File: config.mk
export PLATFORM = sky130hd
export DESIGN_NAME = uart_tx_ch
export DESIGN_NICKNAME = d
export VERILOG_FILES = /design/src/rtl/uart_pkg.sv /design/src/rtl/uart_sync_fifo.sv /design/src/rtl/uart_tx_ch.sv
export SDC_FILE = /design/constraint.sdc
export NUM_CORES = 1
export LEC_CHECK = 0
export ABC_CLOCK_PERIOD_IN_PS = 4000
export CAP_MARGIN = 10
export CORE_ASPECT_RATIO = 0.9
export CORE_MARGIN = 3
export CORE_UTILIZATION = 55
export CTS_CLUSTER_SIZE = 25
export DETAILED_ROUTE_END_ITERATION = 10
export PLACE_DENSITY = 0.74
export SETUP_SLACK_MARGIN = 0.2
export SYNTH_ARGS = -nofsm -noshare
export SYNTH_HDL_FRONTEND = slang
export SYNTH_HIERARCHICAL = 1
export SYNTH_SLANG_ARGS = --single-unit
File: constraint.sdc
create_clock -name clk -period 4 [get_ports clk]
set_input_delay 1 -clock clk [delete_from_list [all_inputs] [get_ports clk]]
set_output_delay 1 -clock clk [all_outputs]
set_load 0.01 [all_outputs]
File: src/rtl/uart_pkg.sv
// uart_pkg: shared FSM state encoding, data-bit-count codes and frame-format helpers
// used by the UART transmit channel and its FIFO.
package uart_pkg;

    typedef enum logic [2:0] {
        IDLE,
        START,
        DATA,
        PARITY,
        STOP,
        BREAK
    } tx_state_e;

    localparam logic [1:0] DBITS_5 = 2'b00;
    localparam logic [1:0] DBITS_6 = 2'b01;
    localparam logic [1:0] DBITS_7 = 2'b10;
    localparam logic [1:0] DBITS_8 = 2'b11;

    function automatic logic [3:0] databits(input logic [1:0] code);
        return 4'd5 + {2'b00, code};
    endfunction

    // Keeps only the bits that are actually serialised for a given data-bit code.
    function automatic logic [7:0] dataMask(input logic [1:0] code);
        logic [7:0] mask;
        case (code)
            DBITS_5: mask = 8'h1F;
            DBITS_6: mask = 8'h3F;
            DBITS_7: mask = 8'h7F;
            default: mask = 8'hFF;
        endcase
        return mask;
    endfunction

endpackage

File: src/rtl/uart_sync_fifo.sv
// uart_sync_fifo: single-clock FIFO holding host bytes until the framer pops them.
// Full/empty come from the registered occupancy count, so a push is never enabled by a same-cycle pop.
module uart_sync_fifo
    import uart_pkg::*;
#(
    parameter int DEPTH = 16,
    parameter int WIDTH = 8
) (
    input  logic                     clk,
    input  logic                     rst,
    input  logic                     push,
    input  logic [WIDTH-1:0]         wr_data,
    input  logic                     pop,
    output logic [WIDTH-1:0]         rd_data,
    output logic                     full,
    output logic                     empty,
    output logic [$clog2(DEPTH):0]   count
);

    localparam int AW = $clog2(DEPTH);
    localparam logic [AW:0] DEPTH_C = (AW+1)'(DEPTH);

    logic [WIDTH-1:0] r_mem [DEPTH];
    logic [AW-1:0]    r_wrPtr;
    logic [AW-1:0]    r_rdPtr;
    logic [AW:0]      r_count;
    logic             w_doPush;
    logic             w_doPop;

    assign w_doPush = push && !full;
    assign w_doPop  = pop && !empty;

    always_ff @(posedge clk) begin
        if (w_doPush) begin
            r_mem[r_wrPtr] <= wr_data;
        end
    end

    always_ff @(posedge clk) begin
        if (rst) begin
            r_wrPtr <= '0;
            r_rdPtr <= '0;
            r_count <= '0;
        end else begin
            if (w_doPush) begin
                r_wrPtr <= r_wrPtr + AW'(1);
            end
            if (w_doPop) begin
                r_rdPtr <= r_rdPtr + AW'(1);
            end
            case ({w_doPush, w_doPop})
                2'b10:   r_count <= r_count + (AW+1)'(1);
                2'b01:   r_count <= r_count - (AW+1)'(1);
                default: r_count <= r_count;
            endcase
        end
    end

    assign rd_data = r_mem[r_rdPtr];
    assign full    = (r_count == DEPTH_C);
    assign empty   = (r_count == '0);
    assign count   = r_count;

endmodule

File: src/rtl/uart_tx_ch.sv
// uart_tx_ch: UART transmit channel with baud tick generator, TX FIFO, framing FSM and CTS/RTS.
// Define UART_TX_BREAK_EN to add the break_req input and the BREAK (line-low) state.
module uart_tx_ch
    import uart_pkg::*;
#(
    parameter int FIFO_DEPTH = 16,
    parameter int DVSR_W     = 11,
    parameter int OVERSAMPLE = 16,
    parameter int RTS_MARGIN = 2
) (
    input  logic                          clk,
    input  logic                          rst,
    input  logic [DVSR_W-1:0]             dvsr,
    input  logic [1:0]                    data_bit_num,
    input  logic                          stop_bit_num,
    input  logic                          parity_en,
    input  logic                          parity_type,
    input  logic                          wr_valid,
    input  logic [7:0]                    wr_data,
    output logic                          wr_ready,
    input  logic                          cts_n,
`ifdef UART_TX_BREAK_EN
    input  logic                          break_req,
`endif
    output logic                          tx,
    output logic                          tx_busy,
    output logic                          tx_done,
    output logic                          rts_n,
    output logic [$clog2(FIFO_DEPTH):0]   fifo_count
);

    localparam int CW = $clog2(FIFO_DEPTH) + 1;
    localparam int TW = (OVERSAMPLE > 1) ? $clog2(OVERSAMPLE) : 1;
    localparam logic [TW-1:0] TICK_LAST = TW'(OVERSAMPLE - 1);
    localparam logic [CW-1:0] DEPTH_C   = CW'(FIFO_DEPTH);
    localparam logic [CW-1:0] MARGIN_C  = CW'(RTS_MARGIN);

    tx_state_e        r_state;
    tx_state_e        w_stateNext;

    logic [DVSR_W-1:0] r_baudCnt;
    logic [DVSR_W-1:0] r_dvsrCur;
    logic [TW-1:0]     r_tickCnt;
    logic [2:0]        r_bitCnt;
    logic [7:0]        r_shift;
    logic              r_parityBit;
    logic [1:0]        r_dbCode;
    logic              r_twoStop;
    logic              r_parityEn;
    logic              r_breakStop;
    logic              r_tx;
    logic              r_txDone;
    logic              r_rtsN;

    logic              w_tick;
    logic              w_bitEnd;
    logic [2:0]        w_lastData;
    logic              w_tx;
    logic              w_done;
    logic              w_pop;
    logic              w_full;
    logic              w_empty;
    logic              w_breakReq;
    logic [7:0]        w_head;
    logic [7:0]        w_headMasked;
    logic [CW-1:0]     w_count;

`ifdef UART_TX_BREAK_EN
    assign w_breakReq = break_req;
`else
    assign w_breakReq = 1'b0;
`endif

    uart_sync_fifo #(
        .DEPTH (FIFO_DEPTH),
        .WIDTH (8)
    ) u_fifo (
        .clk     (clk),
        .rst     (rst),
        .push    (wr_valid),
        .wr_data (wr_data),
        .pop     (w_pop),
        .rd_data (w_head),
        .full    (w_full),
        .empty   (w_empty),
        .count   (w_count)
    );

    // The divisor is re-sampled only at wrap so a mid-period change never overshoots the count.
    always_ff @(posedge clk) begin
        if (rst) begin
            r_baudCnt <= '0;
            r_dvsrCur <= dvsr;
        end else if (w_tick) begin
            r_baudCnt <= '0;
            r_dvsrCur <= dvsr;
        end else begin
            r_baudCnt <= r_baudCnt + DVSR_W'(1);
        end
    end

    assign w_tick       = (r_baudCnt == r_dvsrCur);
    assign w_bitEnd     = w_tick && (r_tickCnt == TICK_LAST);
    assign w_lastData   = 3'(databits(r_dbCode) - 4'd1);
    assign w_headMasked = w_head & dataMask(data_bit_num);

    always_ff @(posedge clk) begin
        if (rst) begin
            r_state     <= IDLE;
            r_tickCnt   <= '0;
            r_bitCnt    <= '0;
            r_shift     <= '0;
            r_parityBit <= 1'b0;
            r_dbCode    <= DBITS_8;
            r_twoStop   <= 1'b0;
            r_parityEn  <= 1'b0;
            r_breakStop <= 1'b0;
            r_tx        <= 1'b1;
            r_txDone    <= 1'b0;
            r_rtsN      <= 1'b0;
        end else begin
            r_state  <= w_stateNext;
            r_tx     <= w_tx;
            r_txDone <= w_done;
            r_rtsN   <= ((DEPTH_C - w_count) < MARGIN_C);

            if (w_pop) begin
                r_shift     <= w_headMasked;
                r_parityBit <= (^w_headMasked) ^ parity_type;
                r_dbCode    <= data_bit_num;
                r_twoStop   <= stop_bit_num;
                r_parityEn  <= parity_en;
                r_breakStop <= 1'b0;
            end

            // Mark-after-break reuses STOP for exactly one bit time and must not signal a frame end.
            if (r_state == BREAK) begin
                r_twoStop   <= 1'b0;
                r_breakStop <= 1'b1;
            end

            if (w_stateNext != r_state) begin
                r_tickCnt <= '0;
                r_bitCnt  <= '0;
            end else if (w_bitEnd) begin
                r_tickCnt <= '0;
                r_bitCnt  <= r_bitCnt + 3'd1;
                if (r_state == DATA) begin
                    r_shift <= r_shift >> 1;
                end
            end else if (w_tick) begin
                r_tickCnt <= r_tickCnt + TW'(1);
            end
        end
    end

    always_comb begin
        w_stateNext = r_state;
        case (r_state)
            IDLE: begin
                if (w_breakReq) begin
                    w_stateNext = BREAK;
                end else if (!w_empty && !cts_n) begin
                    w_stateNext = START;
                end
            end
            START: begin
                if (w_bitEnd) begin
                    w_stateNext = DATA;
                end
            end
            DATA: begin
                if (w_bitEnd && (r_bitCnt == w_lastData)) begin
                    w_stateNext = r_parityEn ? PARITY : STOP;
                end
            end
            PARITY: begin
                if (w_bitEnd) begin
                    w_stateNext = STOP;
                end
            end
            STOP: begin
                if (w_bitEnd && (r_bitCnt == {2'b00, r_twoStop})) begin
                    w_stateNext = IDLE;
                end
            end
            BREAK: begin
                if (!w_breakReq) begin
                    w_stateNext = STOP;
                end
            end
            default: w_stateNext = IDLE;
        endcase
    end

    // Line level and strobes for the current state; the line level is registered before the pad.
    always_comb begin
        w_tx   = 1'b1;
        w_done = 1'b0;
        w_pop  = 1'b0;
        case (r_state)
            IDLE:    w_pop  = !w_breakReq && !w_empty && !cts_n;
            START:   w_tx   = 1'b0;
            DATA:    w_tx   = r_shift[0];
            PARITY:  w_tx   = r_parityBit;
            STOP:    w_done = (w_stateNext == IDLE) && !r_breakStop;
            BREAK:   w_tx   = 1'b0;
            default: w_tx   = 1'b1;
        endcase
    end

    assign wr_ready   = !w_full;
    assign tx         = r_tx;
    assign tx_busy    = (r_state != IDLE);
    assign tx_done    = r_txDone;
    assign rts_n      = r_rtsN;
    assign fifo_count = w_count;

endmodule

==> results of run 1 <==
==> cell usage in the layout (no fill, tap or decap), drive strengths merged, types with 8 or more instances in the layout <==
cell type | Yosys | routed
edfxtp | 139 | 139
dfxtp | 55 | 55
nor2 | 50 | 50
nand2 | 41 | 41
clkdlybuf4s50 | 0 | 37
mux4 | 32 | 32
xor2 | 31 | 31
inv | 16 | 23
nand3 | 18 | 18
a22oi | 17 | 17
clkbuf | 15 | 17
buf | 18 | 15
a21oi | 14 | 14
nor2b | 12 | 12
ha | 12 | 12
nor3 | 10 | 10
xnor2 | 8 | 8
==> stage by stage <==
step	util (%)	power [mW]	hold slack (ns)	setup slack, ns
finish	64.7	5.57	0.490	0.457
global route	64.7	5.82	0.524	0.278
CTS	64.7	5.60	0.491	0.512
detailed placement	60.2	3.75	0.481	0.146
global placement	60.2	3.70	0.476	0.307
floorplan	-	3.46	0.455	0.723
==> worst min-delay path by stage <==
stage               slack [ns]  depth (start not counted)                        to
finish                    0.49                          2  r_dbCode[0]$_SDFFE_PP1P_
global route              0.52                          2  r_parityBit$_SDFFE_PP0P_
detailed placement        0.48                          2  r_dbCode[0]$_SDFFE_PP1P_
global placement          0.48                          2  r_dbCode[0]$_SDFFE_PP1P_
floorplan                 0.46                          2  r_dbCode[1]$_SDFFE_PP1P_
CTS                       0.49                          2  r_dbCode[0]$_SDFFE_PP1P_
==> power by group <==
group          total, mW  switching (mW)  internal, mW
clock               1.85           0.820          1.03
combinational       1.25           0.638         0.613
sequential          2.47           0.180          2.29
==> flip-flops by register name (all words and copies together) (netlist names), named ones only <==
name	flops
u_fifo/r_rdPtr	4
u_fifo/count	5
tx_done	1
u_fifo/r_wrPtr	4
r_twoStop	1
r_parityEn	1
tx	1
r_state	3
r_bitCnt	3
r_parityBit	1
r_dbCode	2
u_fifo/r_mem	128
r_tickCnt	4
r_baudCnt	11
rts_n	1
r_breakStop	1
r_dvsrCur	11
r_shift	8
==> cells by family (layout without fill, tap and decap cells) <==
| family | after synthesis | in the layout | synth area share (%) |
|---|---|---|---|
| flops | 194 | 194 | 62.9 |
| simple gates | 180 | 180 | 11.1 |
| compound gates | 72 | 72 | 6.61 |
| buf+inv | 50 | 101 | 3.05 |
| mux | 44 | 44 | 10.4 |
| xor+xnor | 39 | 39 | 4.08 |
| fa+ha+maj | 12 | 12 | 1.79 |
==> final cells by class <==
class	count	area, um^2
Fill cell	1076	5230
Tap cell	198	248
Clock inverter	15	234
Sequential cell	194	5280
Inverter	17	68.8
Multi-Input combinational cell	347	2850
Timing Repair Buffer	52	483
Clock buffer	17	425
==> per-layer routing <==
metal | share of wire, % | vias to the layer above
li1 | - | 2304
met1 | 44 | 2519
met2 | 50 | 152
met3 | 5.9 | 9
met4 | 0.72 | 0
met5 | 0 | -
==> critical path, stage by stage (launching register included) <==
cell	delay, ns
dfxtp_1	0.62
or4_4	0.31
nor2_1	0.09
or3_1	0.45
inv_6	0.18
o21ai_4	0.11
inv_1	0.09
ha_1	0.40
xor2_1	0.13
ha_1	0.25
o31ai_1	0.42
o22ai_1	0.16
nand4bb_1	0.21
==> results.json, run 1 <==
{
  "status": "finished clean",
  "cts_resized": 0,
  "yosys_warnings": 6,
  "clk_pin_slew_worst_paths_ns": 0.07,
  "cts_setup_buffers": 0,
  "worst_slew_pin_slew_ns": 0.931,
  "crit_required_ns": 4.30,
  "vias_per_cell": 5.93,
  "top_usage_layer": "met2",
  "htreeDepth": 4,
  "synth.avg_cell_area_um2": 14.2,
  "nNetsFinal": 669,
  "diodes": 0,
  "crit_start": "u_fifo/count[2]$_SDFFE_PP0P_",
  "syn_nets": 631,
  "ctsHoldBuffers": 0,
  "placed_cells": 808,
  "numCtsBuffers": 17,
  "ios": 38,
  "wirelength_um": 16700,
  "die_h_um": 123,
  "synthCells": 591,
  "max-vdd-ir-drop_mv": 0.393,
  "drt-pass1-iter-count": 6,
  "endpoint": "u_fifo/count[4]$_SDFFE_PP0P_",
  "synth_edf_count": 139,
  "synth.most_common_cell": "edfxtp_1",
  "period_share_pct": 88.6,
  "worstSkewPairLatency_ns": 0.44,
  "setup_viol": 0,
  "r2r-end": "u_fifo/count[4]$_SDFFE_PP0P_",
  "maxCapViolCount": 0,
  "p_leak_nw": 3.34,
  "reg2reg_setup_slack_ns": 0.46,
  "critPathMaxFanout": 18,
  "synth_area_leaders": "edfxtp_1 50%, dfxtp_1 13%, mux4_2 8.6%",
  "place_congestion": 0.799,
  "hold_viol": 0,
  "drt-initial-drc-count": 341,
  "yosys.area.top_type_share_pct": 49.8,
  "ys_seq_area_share_pct": 62.9,
  "yosysUniqueCellTypes": 68,
  "clkSinkCount": 194,
  "hold_path.class": "reg2reg",
  "grt_pass1_vias": 4815,
  "cp-start-kind": "register",
  "synth_common_cells": "139 x edfxtp_1, 55 x dfxtp_1, 50 x nor2_1",
  "initial_core_util_pct": 56.6,
  "track_usage_pct": 20.8,
  "vias": 4984,
  "wl_per_cell_um": 19.9,
  "antenna_found_initial": 0,
  "port_buffers": 37,
  "die_width_um": 136,
  "grt_max_degree": 47,
  "slew_headroom_pct": 37.7,
  "grt.met3_usage_pct": 5.78,
  "ant_nets": 0,
  "rsz0062_at_grt": "false",
  "cts.path.max_buffers": 2,
  "root_buffer": "clkbuf_16",
  "yosysTopAreaCell": "edfxtp_1",
  "critical_path_class": "reg2reg",
  "syn_area_um2": 8380,
  "final_area_um2": 9590,
  "grt_overflow": 0,
  "worstSetupEndpointType": "register",
  "placed_area_um2": 8930,
  "worstPathArrival_ns": 3.84,
  "maxSlewViolCount": 0,
  "grt_pass1_wl_um": 26300,
  "period_minus_slack_ns": 3.54,
  "min-delay-start": "r_dbCode[0]$_SDFFE_PP1P_",
  "finalSetupTns_ns": 0,
  "grtUsageMet2_pct": 33.7,
  "grtUsageMet1_pct": 28.3,
  "skew_ns": 0.0105,
  "synthFlopType": "edfxtp_1",
  "cts_tree": "yes",
  "worst_r2r_startpoint": "u_fifo/count[2]$_SDFFE_PP0P_",
  "dieArea_um2": 16800,
  "syn2layout_area_growth_pct": 14.4,
  "fin_cells": 840,
  "p_per_area_nw_per_um2": 581,
  "worstRegToRegCells": 12,
  "async_flop_share_pct": 0,
  "dp_hpwl_um": 10600,
  "drive_above_1_share_pct": 16.2,
  "drcViolationCount": 0,
  "max_freq_mhz": 282,
  "ys_ff_latch": 194,
  "core_um2": 14800,
  "row_count": 42
}
(Power assumes the default switching activity.)
==> inputs of run 2 (changes only) <==
--- a/config.mk
+++ b/config.mk
@@ -9,10 +9,10 @@
 export CAP_MARGIN = 10
 export CORE_ASPECT_RATIO = 0.9
 export CORE_MARGIN = 3
-export CORE_UTILIZATION = 55
+export CORE_UTILIZATION = 60
 export CTS_CLUSTER_SIZE = 25
 export DETAILED_ROUTE_END_ITERATION = 10
-export PLACE_DENSITY = 0.74
+export PLACE_DENSITY = 0.79
 export SETUP_SLACK_MARGIN = 0.2
 export SYNTH_ARGS = -nofsm -noshare
 export SYNTH_HDL_FRONTEND = slang
==> run 2 against run 1 <==
Via count increased by 1.4%. Clock power is 10% lower. First-iteration DRC count increased by 57%. Critical path depth grew 1. Register-to-register slack better by 0.12 ns. Sequential power barely moved. Wire length decreased by 1.8%. Power shrank 3.8%. Combinational power about the same. Critical path type unchanged. Largest cell class unchanged.
==> results.json, run 2 (synthesized netlist as in run 1, its figures left out) <==
{
  "maxCapViolCount": 0,
  "track_usage_pct": 22.7,
  "critical-path-top-delay-family": "simple AND/OR/NAND/NOR gates",
  "root_buffer": "clkbuf_16",
  "power.switching_mw": 1.62,
  "cp_slowest_cell": "dfxtp_1",
  "worstRegToRegCells": 13,
  "drt-pass1-iter-count": 5,
  "pwr-share-seq_pct": 45.8,
  "min-delay-start": "r_dbCode[0]$_SDFFE_PP1P_",
  "antenna_found_initial": 0,
  "grt_pass1_vias": 4965,
  "finalSetupTns_ns": 0,
  "hold_viol": 0,
  "diodes": 0,
  "share_comb_of_total_power_pct": 23.2,
  "largestRegisters": "u_fifo/r_mem (128), r_baudCnt (11), r_dvsrCur (11)",
  "setup_viol": 0,
  "final_common_cell": "edfxtp_1",
  "largest_reg_flops": 128,
  "hold_end": "r_dbCode[0]$_SDFFE_PP1P_",
  "wirelength_um": 16400,
  "placed_cells": 776,
  "cp-start-kind": "register",
  "ctsHoldBuffers": 0,
  "final_util_pct": 70.0,
  "cts_setup_buffers": 0,
  "critical_path_buf_inv_count": 2,
  "row_count": 40,
  "worst_slew_pin_slew_ns": 0.944,
  "final_cell_mix": "139 x edfxtp_1, 54 x dfxtp_1, 50 x nor2_1",
  "r2r-end": "u_fifo/count[4]$_SDFFE_PP0P_",
  "syn2layout_area_growth_pct": 12.9,
  "max_freq_mhz": 292,
  "dp_hpwl_um": 10500,
  "critPathMaxStageDelay_ns": 0.61,
  "worst_path_most_repeated_cell": "ha_1",
  "core_um2": 13500,
  "slew_headroom_pct": 36.8,
  "max-vdd-ir-drop_mv": 0.380,
  "critical_path_class": "reg2reg",
  "period_share_pct": 85.6,
  "nNetsFinal": 667,
  "vias": 5052,
  "ios": 38,
  "switching_share_pct": 30.3,
  "skew_ns": 0.0105,
  "worstSkewPairLatency_ns": 0.44,
  "cts_tree": "yes",
  "vias_per_cell": 6.25,
  "rsz0062_at_grt": "false",
  "seq_area_um2": 5280,
  "path_cells": "or4_4, nor2_1, or3_1, inv_6, o21ai_4, inv_1, ha_1, xor2_1, ha_1, nand2_1, o21ai_0, nor3_1, nand4bb_1",
  "period_minus_slack_ns": 3.43,
  "cts_resized": 0,
  "clk_pin_slew_worst_paths_ns": 0.08,
  "hold_path.class": "reg2reg",
  "grt_overflow": 0,
  "nFillCells": 893,
  "power.share.clock_pct": 31.1,
  "worstPathArrival_ns": 3.73,
  "layout_setup_ws_ns": 0.575,
  "crit_required_ns": 4.30,
  "ant_nets": 0,
  "numCtsBuffers": 17,
  "reg2reg_setup_slack_ns": 0.57,
  "die_width_um": 131,
  "clkSinkCount": 194,
  "hold_path_depth": 2,
  "drcViolationCount": 0,
  "cts.path.max_buffers": 2,
  "p_leak_nw": 3.30,
  "place_congestion": 0.823,
  "dpl_worst_slack_ns": 0.204,
  "grt_pass1_wl_um": 26500,
  "drt-initial-drc-count": 534,
  "grt_max_degree": 36,
  "worstSetupEndpointType": "register",
  "p_int_mw": 3.73,
  "status": "finished clean",
  "maxSlewViolCount": 0,
  "dieArea_um2": 15400,
  "die_h_um": 118,
  "multi_input_area_um2": 2850,
  "drive_above_1_share_pct": 15.9,
  "port_buffers": 37,
  "htreeDepth": 4,
  "regMostFlops": "u_fifo/r_mem",
  "p_per_area_nw_per_um2": 566,
  "hold-worst-slack_ns": 0.491,
  "critPathMaxFanout": 18,
  "worst_r2r_startpoint": "u_fifo/count[2]$_SDFFE_PP0P_",
  "wl_per_cell_um": 20.3,
  "fin_cells": 808,
  "initial_core_util_pct": 62.0
}
run 2: changes by cell type in the layout (fill, tap and decap cells not counted):
cell	change
buf_4	-2
clkinv_4	+2
clkinv_2	+1
inv_6	-1
clkinv_8	-1
bufinv_16	-3
inv_8	+2
run 2: how the worst max path moves through the flow:
stage | depth (start not counted) | from | to | slack [ns]
finish | 13 | u_fifo/count[2]$_SDFFE_PP0P_ | u_fifo/count[4]$_SDFFE_PP0P_ | 0.57
global route | 13 | u_fifo/count[2]$_SDFFE_PP0P_ | u_fifo/count[4]$_SDFFE_PP0P_ | 0.31
CTS | 12 | u_fifo/count[2]$_SDFFE_PP0P_ | u_fifo/count[4]$_SDFFE_PP0P_ | 0.64
detailed placement | 11 | cts_n | u_fifo/count[4]$_SDFFE_PP0P_ | 0.20
global placement | 12 | cts_n | u_fifo/count[4]$_SDFFE_PP0P_ | 0.33
floorplan | 14 | cts_n | u_fifo/count[4]$_SDFFE_PP0P_ | 0.72
run 2: worst min-delay path, cell delays in order (launching register included):
cell and delay, ns:
dfxtp_1 0.33, nand2_1 0.06, nand3b_1 0.06
run 2: area by class of cell:
type / instances / area share, %
flip-flops and latches: 194 / 55.8
multi-input cells: 347 / 30.1
well taps: 168 / 2.22
repair buffers: 50 / 4.94
clock inverters: 15 / 1.73
inverters: 17 / 0.727
clock buffers: 17 / 4.49
run 2: per-layer routing:
layer	vias up	wire length, um	part of all wire, %	track usage [%]
li1	2301	-	-	-
met1	2548	7150	44	33.1
met2	178	7930	48	34.4
met3	25	1050	6.4	4.36
met4	0	279	1.7	8.35
met5	-	0	0	0
run 2: power groups by stage:
stage / Clock [mW] / Sequential, mW / Combinational (mW)
final: 1.66 / 2.45 / 1.24
after global routing: 1.76 / 2.48 / 1.36
after CTS: 1.69 / 2.45 / 1.24
after detailed placement: 0 / 2.50 / 1.23
after global placement: 0 / 2.49 / 1.20
after floorplan: 0 / 2.41 / 1.05
run 2: metrics by stage:
step	cell area [um^2]	power [mW]
after floorplan	8380	3.46
after global placement	8870	3.69
after detailed placement	8870	3.73
after CTS	9460	5.38
after global routing	9460	5.59
final	9460	5.35
==> patch 1: new RTL, config.mk and constraints of run 2 <==
Put a register stage on the output `fifo_count`, cleared by the reset. The value now appears one clock later. The other outputs are not delayed to match.
--- a/src/rtl/uart_tx_ch.sv
+++ b/src/rtl/uart_tx_ch.sv
@@ -214,7 +214,13 @@
     assign tx_busy    = (r_state != IDLE);
     assign tx_done    = r_txDone;
     assign rts_n      = r_rtsN;
-    assign fifo_count = w_count;
+    always_ff @(posedge clk) begin
+        if (rst) begin
+            fifo_count <= '0;
+        end else begin
+            fifo_count <= w_count;
+        end
+    end
 
 endmodule
 
Behaviour: not the same (a bounded check fails within 4 cycles, from zero or initial values and one cycle with rst high).
==> patch 1 against run 2 <==
  * Global-route usage fell by 0.45 points
  * Largest cell class unchanged
  * Design area up 1.1%
  * Critical endpoint unchanged
  * Largest power group unchanged
  * Die area is 0.53% higher
  * Synthesized area increased by 0.55%
  * Combinational power increased by 4%
  * Wire length decreased by 1.4%
  * Sequential cell count is 5 higher
  * Power is 3.5% higher
  * Cell count rose by 3.0%
  * Critical path depth is the same
  * Clock skew rose by 0.0092 ns
  * Count of clock-buffer cells in the layout did not move
  * Worst setup slack worse by 0.013 ns
==> patch 1: results (changes against run 2) <==
| Metric | Value |
|---|---|
| Post-route insts no fill | 832 (was 808) |
| Post-synthesis xor/xnor area fraction | 3.949% (was 4.075%) |
| CP max-delay cell | clkdlybuf4s50_1 (was dfxtp_1) |
| Worst Setup SP | cts_n (was u_fifo/count[2]) |
| Leakage | 3.291 nW (was 3.303 nW) |
| Post-CTS Setup Inserts | 0 (unchanged) |
| Placed insts | 800 (was 776) |
| Commonest cells in the netlist | 139 x edfxtp_1, 60 x dfxtp_1, 50 x nand2_1 (was 139 x edfxtp_1, 55 x dfxtp_1, 50 x nor2_1) |
| Largest net degree at the start of global routing | 33 (was 36) |
| Top cells by area, synth | edfxtp_1 50%, dfxtp_1 14%, mux4_2 8.6% (was edfxtp_1 50%, dfxtp_1 13%, mux4_2 8.6%) |
| Fillers | 879 (was 893) |
| CTS max path bufs | 2 (unchanged) |
| Max IR drop VDD | 0.0003933 V (was 0.0003800 V) |
| Outcome | complete, no violations (unchanged) |
| First-pass GRT wire length | 25,890 um (was 26,540 um) |
| GP Congestion | 0.8930 (was 0.8233) |
| Crit path arrival time | 3.75 ns (was 3.73 ns) |
| H-tree depth | 4 (unchanged) |
| Mux contribution to synthesized area | 8.907% (was 10.45%) |
| Tmin final | 3.438 ns (was 3.425 ns) |
| Layout net count | 670 (was 667) |
| Clk_lat worst skew | 0.44 ns (about the same) |
| Crit-path max FO | 17 (was 18) |
| TritonCTS buffer count | 17 (unchanged) |
| Synthesized instance count | 596 (was 591) |
| Fraction of layout cells with a size suffix above 1 | 14.31% (was 15.94%) |
| Register area share after synthesis | 63.78% (was 62.93%) |
| Vias in the first global route | 4,930 (was 4,965) |
| Crit-path max cell delay | 0.39 ns (was 0.61 ns) |
| Hold Worst Slack | 0.4748 ns (was 0.4907 ns) |
| All-Layer GR Usage | 22.28% (was 22.73%) |
| Compound-Gate Fraction of Synth Area | 7.319% (was 6.613%) |
| Cell area after placement | 8952 um2 (was 8875 um2) |
| Post-synth net total | 636 (was 631) |
| Reg2reg path depth | 14 (was 13) |
| Cell family with most CP delay | simple AND/OR/NAND/NOR gates (unchanged) |
| DR vias | 5,056 (was 5,052) |
| Reg clk slew, reported paths | 0.07 ns |
| Worst Skew | 0.01974 ns (was 0.01052 ns) |
| Adder-Cell Fraction of Synth Area | 1.781% (was 1.791%) |
| Iteration-0 DRC Markers | 444 (was 534) |
| Worst hold path type | flip-flop to flip-flop (unchanged) |
| Ys Warns | 6 (unchanged) |
| Max transition margin | 42.37% (was 36.82%) |
| Ys async rst share | 0% (unchanged) |
| Synth cell types | 75 (was 68) |
| Wire length per cell | 19.43 um (was 20.29 um) |
| Net Switching | 0.001588 W (was 0.001621 W) |
| Detailed-placement wirelength estimate | 10,490 um (was 10,530 um) |
| Post-place setup slack | 0.1763 ns (was 0.2039 ns) |
[patch 1: how the worst min path moves through the flow]
stage	endpoint	cells past startpoint	from
global placement	r_shift[3]	2	r_shift[4]
finish	r_shift[4]	2	r_shift[5]
CTS	r_shift[4]	2	r_shift[5]
global route	r_shift[4]	2	r_shift[5]
detailed placement	r_shift[4]	2	r_shift[5]
floorplan	r_shift[3]	2	r_shift[4]
[patch 1: cells by family after synthesis]
logic type	count (synthesis)
flip-flops	199
AND/OR/NAND/NOR	189
AO/OA/AOI/OAI	79
buffers and inverters	44
XOR/XNOR	38
multiplexers	35
adder cells (fa/ha/maj)	12
[patch 1: area by class of cell]
cell class                      instances  area, um2  area share [%]
Timing Repair Buffer                   46      450.4           4.708
Sequential cell                       199       5376           56.20
Tap cell                              189      236.5           2.472
Inverter                               13      53.80          0.5624
Clock inverter                         15      188.9           1.975
Multi-Input combinational cell        353       2835           29.64
Clock buffer                           17      425.4           4.447
[patch 1: layer usage]
metal  share of wire [%]  global-route usage [%]
met3                 7.3                   5.829
met1                  42                   30.83
met2                  49                   34.41
met5                   0                       0
met4                 2.0                   7.841
[patch 1: worst register-to-register path, cell delays in order, from the launching register on]
cell,delay (ns)
dfxtp_1,0.60
or4_4,0.30
nor2_1,0.05
or2_2,0.28
or2_1,0.25
clkinv_4,0.14
o21ai_4,0.10
inv_1,0.08
ha_1,0.38
xor2_1,0.20
ha_1,0.25
nand2_1,0.07
o21ai_0,0.30
nor3_1,0.09
nand4bb_1,0.20
[patch 1: power by group through the flow]
stage	Sequential (W)	Combinational [W]	Clock, W
floorplan	0.00246	0.00106	0
global placement	0.00252	0.00124	0
detailed placement	0.00253	0.00128	0
CTS	0.00248	0.00130	0.00179
global route	0.00251	0.00142	0.00188
finish	0.00249	0.00129	0.00176
==> patch 2: new RTL, config.mk and constraints of run 2 <==
Made on the original files. Build with the macro `UART_TX_BREAK_EN` defined.
--- a/src/rtl/uart_tx_ch.sv
+++ b/src/rtl/uart_tx_ch.sv
@@ -1,5 +1,7 @@
 // uart_tx_ch: UART transmit channel with baud tick generator, TX FIFO, framing FSM and CTS/RTS.
 // Define UART_TX_BREAK_EN to add the break_req input and the BREAK (line-low) state.
+`define UART_TX_BREAK_EN
+
 module uart_tx_ch
     import uart_pkg::*;
 #(
Interface: changed (added break_req); port bits go from 38 to 39. No check against the original RTL was run, so the function may have changed too.
==> patch 2 against run 2 <==
  * The flow now finishes with violations (design-rule violations)
  * Design area up 0.81%
  * Wire length increased by 5.3%
  * Worst setup slack better by 0.097 ns
  * Count of clock-buffer cells in the layout stayed put
  * Synthesized area up 0.43%
  * Sequential cell count unchanged
  * Highest routed layer unchanged
Power is not compared: it rests on default switching activity, and its combinational part moved more than twofold at a synthesized area within 25%.
==> patch 2: results (changes against run 2) <==
| Metric | Value |
|---|---|
| Hold path depth | 2 (unchanged) |
| CP max-delay cell | dfxtp_1 (unchanged) |
| Fraction of layout cells with a size suffix above 1 | 15.55% (was 15.94%) |
| First-pass GRT wire length | 27,700 um (was 26,540 um) |
| Ant. Diodes | 0 (unchanged) |
| Slack of the worst reg-to-reg path | 0.67 ns (was 0.57 ns) |
| Number of detailed-route iterations in the first pass | 8 (was 5) |
| Worst Skew | 0.01132 ns (was 0.01052 ns) |
| Placed insts | 792 (was 776) |
| Synthesized instance count | 604 (was 591) |
| Worst hold path type | flip-flop to flip-flop (unchanged) |
| All-Layer GR Usage | 23.75% (was 22.73%) |
| Commonest cells in the netlist | 139 x edfxtp_1, 55 x dfxtp_1, 54 x nand2_1 (was 139 x edfxtp_1, 55 x dfxtp_1, 50 x nor2_1) |
| Reg2reg path depth | 13 (unchanged) |
| Post-synth net total | 645 (was 631) |
| Hold EP | r_shift[6] (was r_dbCode[0]) |
| H-tree depth | 4 (unchanged) |
| Layout net count | 684 (was 667) |
| Reg clk slew, reported paths | 0.08 ns (about the same) |
| Detailed-placement wirelength estimate | 11,270 um (was 10,530 um) |
| Count of flip-flops with a built-in enable after synthesis | 139 (unchanged) |
| Root Driver | clkbuf_16 (unchanged) |
| Post-CTS Setup Inserts | 0 (unchanged) |
| Post-route insts no fill | 824 (was 808) |
| Top cells by area, synth | edfxtp_1 50%, dfxtp_1 13%, mux4_2 8.6% (unchanged) |
| Crit-path max cell delay | 0.64 ns (was 0.61 ns) |
| Crit-path max FO | 16 (was 18) |
| Worst R2R Start | u_fifo/count[2] (unchanged) |
| Cell family with most CP delay | simple AND/OR/NAND/NOR gates (unchanged) |
| DRC viols | 1 (was 0) |
| Failing checks | design-rule violations |
| Fillers | 832 (was 893) |
| Via/cell ratio | 6.232 (was 6.252) |
| Vias in the first global route | 5,156 (was 4,965) |
| Clk_lat worst skew | 0.44 ns (about the same) |
| TritonCTS buffer count | 17 (unchanged) |
| Synth cell types | 73 (was 68) |
| Initial antenna violation count | 0 (unchanged) |
| Ys async rst share | 0% (unchanged) |
| Leakage | ~3.2 nW |
| CTS max path bufs | 2 (unchanged) |
| Register area share after synthesis | 62.66% (was 62.93%) |
| Wire length per cell | 20.96 um (was 20.29 um) |
| Critical path class | flip-flop to flip-flop (unchanged) |
| Cts repair resizes | 0 (unchanged) |
| Outcome | finished with violations (was complete, no violations) |
| Reg2reg end | u_fifo/count[4] (unchanged) |
| Largest net degree at the start of global routing | 33 (was 36) |
| Largest registers | u_fifo/r_mem (128), r_baudCnt (11), r_dvsrCur (11) (unchanged) |
| Ys Warns | 6 (unchanged) |
| Number of port buffers | 38 (was 37) |
| GP Congestion | 0.8628 (was 0.8233) |
| Max transition margin | 37.78% (was 36.82%) |
| Crit path arrival time | 3.65 ns (was 3.73 ns) |
| Hold Worst Slack | 0.4683 ns (was 0.4907 ns) |
| Worst Min Path Start | r_shift[7] (was r_dbCode[0]) |
| Iteration-0 DRC Markers | 544 (was 534) |
-- patch 2: cell types whose count changed after synthesis, moves of 4 or more --
cell     before  now
buf_6         7    3
o21ai_0       4    8
nor2b_1      12    4
nand2_1      41   54
xor2_1       31   13
mux2_4        7    0
xnor2_1       8   22
mux2i_1       5   11
nor3_1        9   13
o22ai_1       1    5
-- patch 2: logic make-up after synthesis --
group / Yosys count / synth area share, %
AO/OA/AOI/OAI: 79 / 7.001
buffers and inverters: 50 / 3.002
XOR/XNOR: 38 / 4.221
adder cells (fa/ha/maj): 12 / 1.784
flip-flops: 194 / 62.66
AND/OR/NAND/NOR: 187 / 11.33
multiplexers: 44 / 10.00
-- patch 2: layout make-up --
type	count	area [um2]	share of cell area, %
Sequential cell	194	5276	55.30
Multi-Input combinational cell	360	2890	30.30
Timing Repair Buffer	52	485.5	5.089
Clock buffer	17	425.4	4.459
Tap cell	168	210.2	2.203
Clock inverter	15	185.2	1.941
Inverter	18	67.56	0.7082
-- patch 2: routing by layer --
metal  vias up  global-route usage [%]  wire, um  share of wire [%]
met5         -                       0         0                  0
met4         0                   8.033       274                1.6
met3        27                   4.835      1128                6.5
met2       190                   37.88      8767                 51
met1      2547                   32.81      7098                 41
li1       2371                       -         -                  -
-- patch 2: metrics by stage --
step	worst slack [ns]	cell area (um2)	total power (W)
4_1_cts	0.7528	9540	0.004341
3_3_place_gp	0.4088	8930	0.002595
2_1_floorplan	0.5375	8418	0.002499
3_5_place_dp	0.3592	8930	0.002612
5_1_grt	0.4940	9540	0.004465
6_report	0.6718	9540	0.004323
-- patch 2: power breakdown --
group          switching, W  internal, W  total, W  leakage (nW)
clock network      0.000796     0.000954   0.00175         0.299
registers         0.0000459      0.00219   0.00224          1.71
logic              0.000182     0.000151  0.000333          1.23
total               0.00102      0.00330   0.00432          3.24
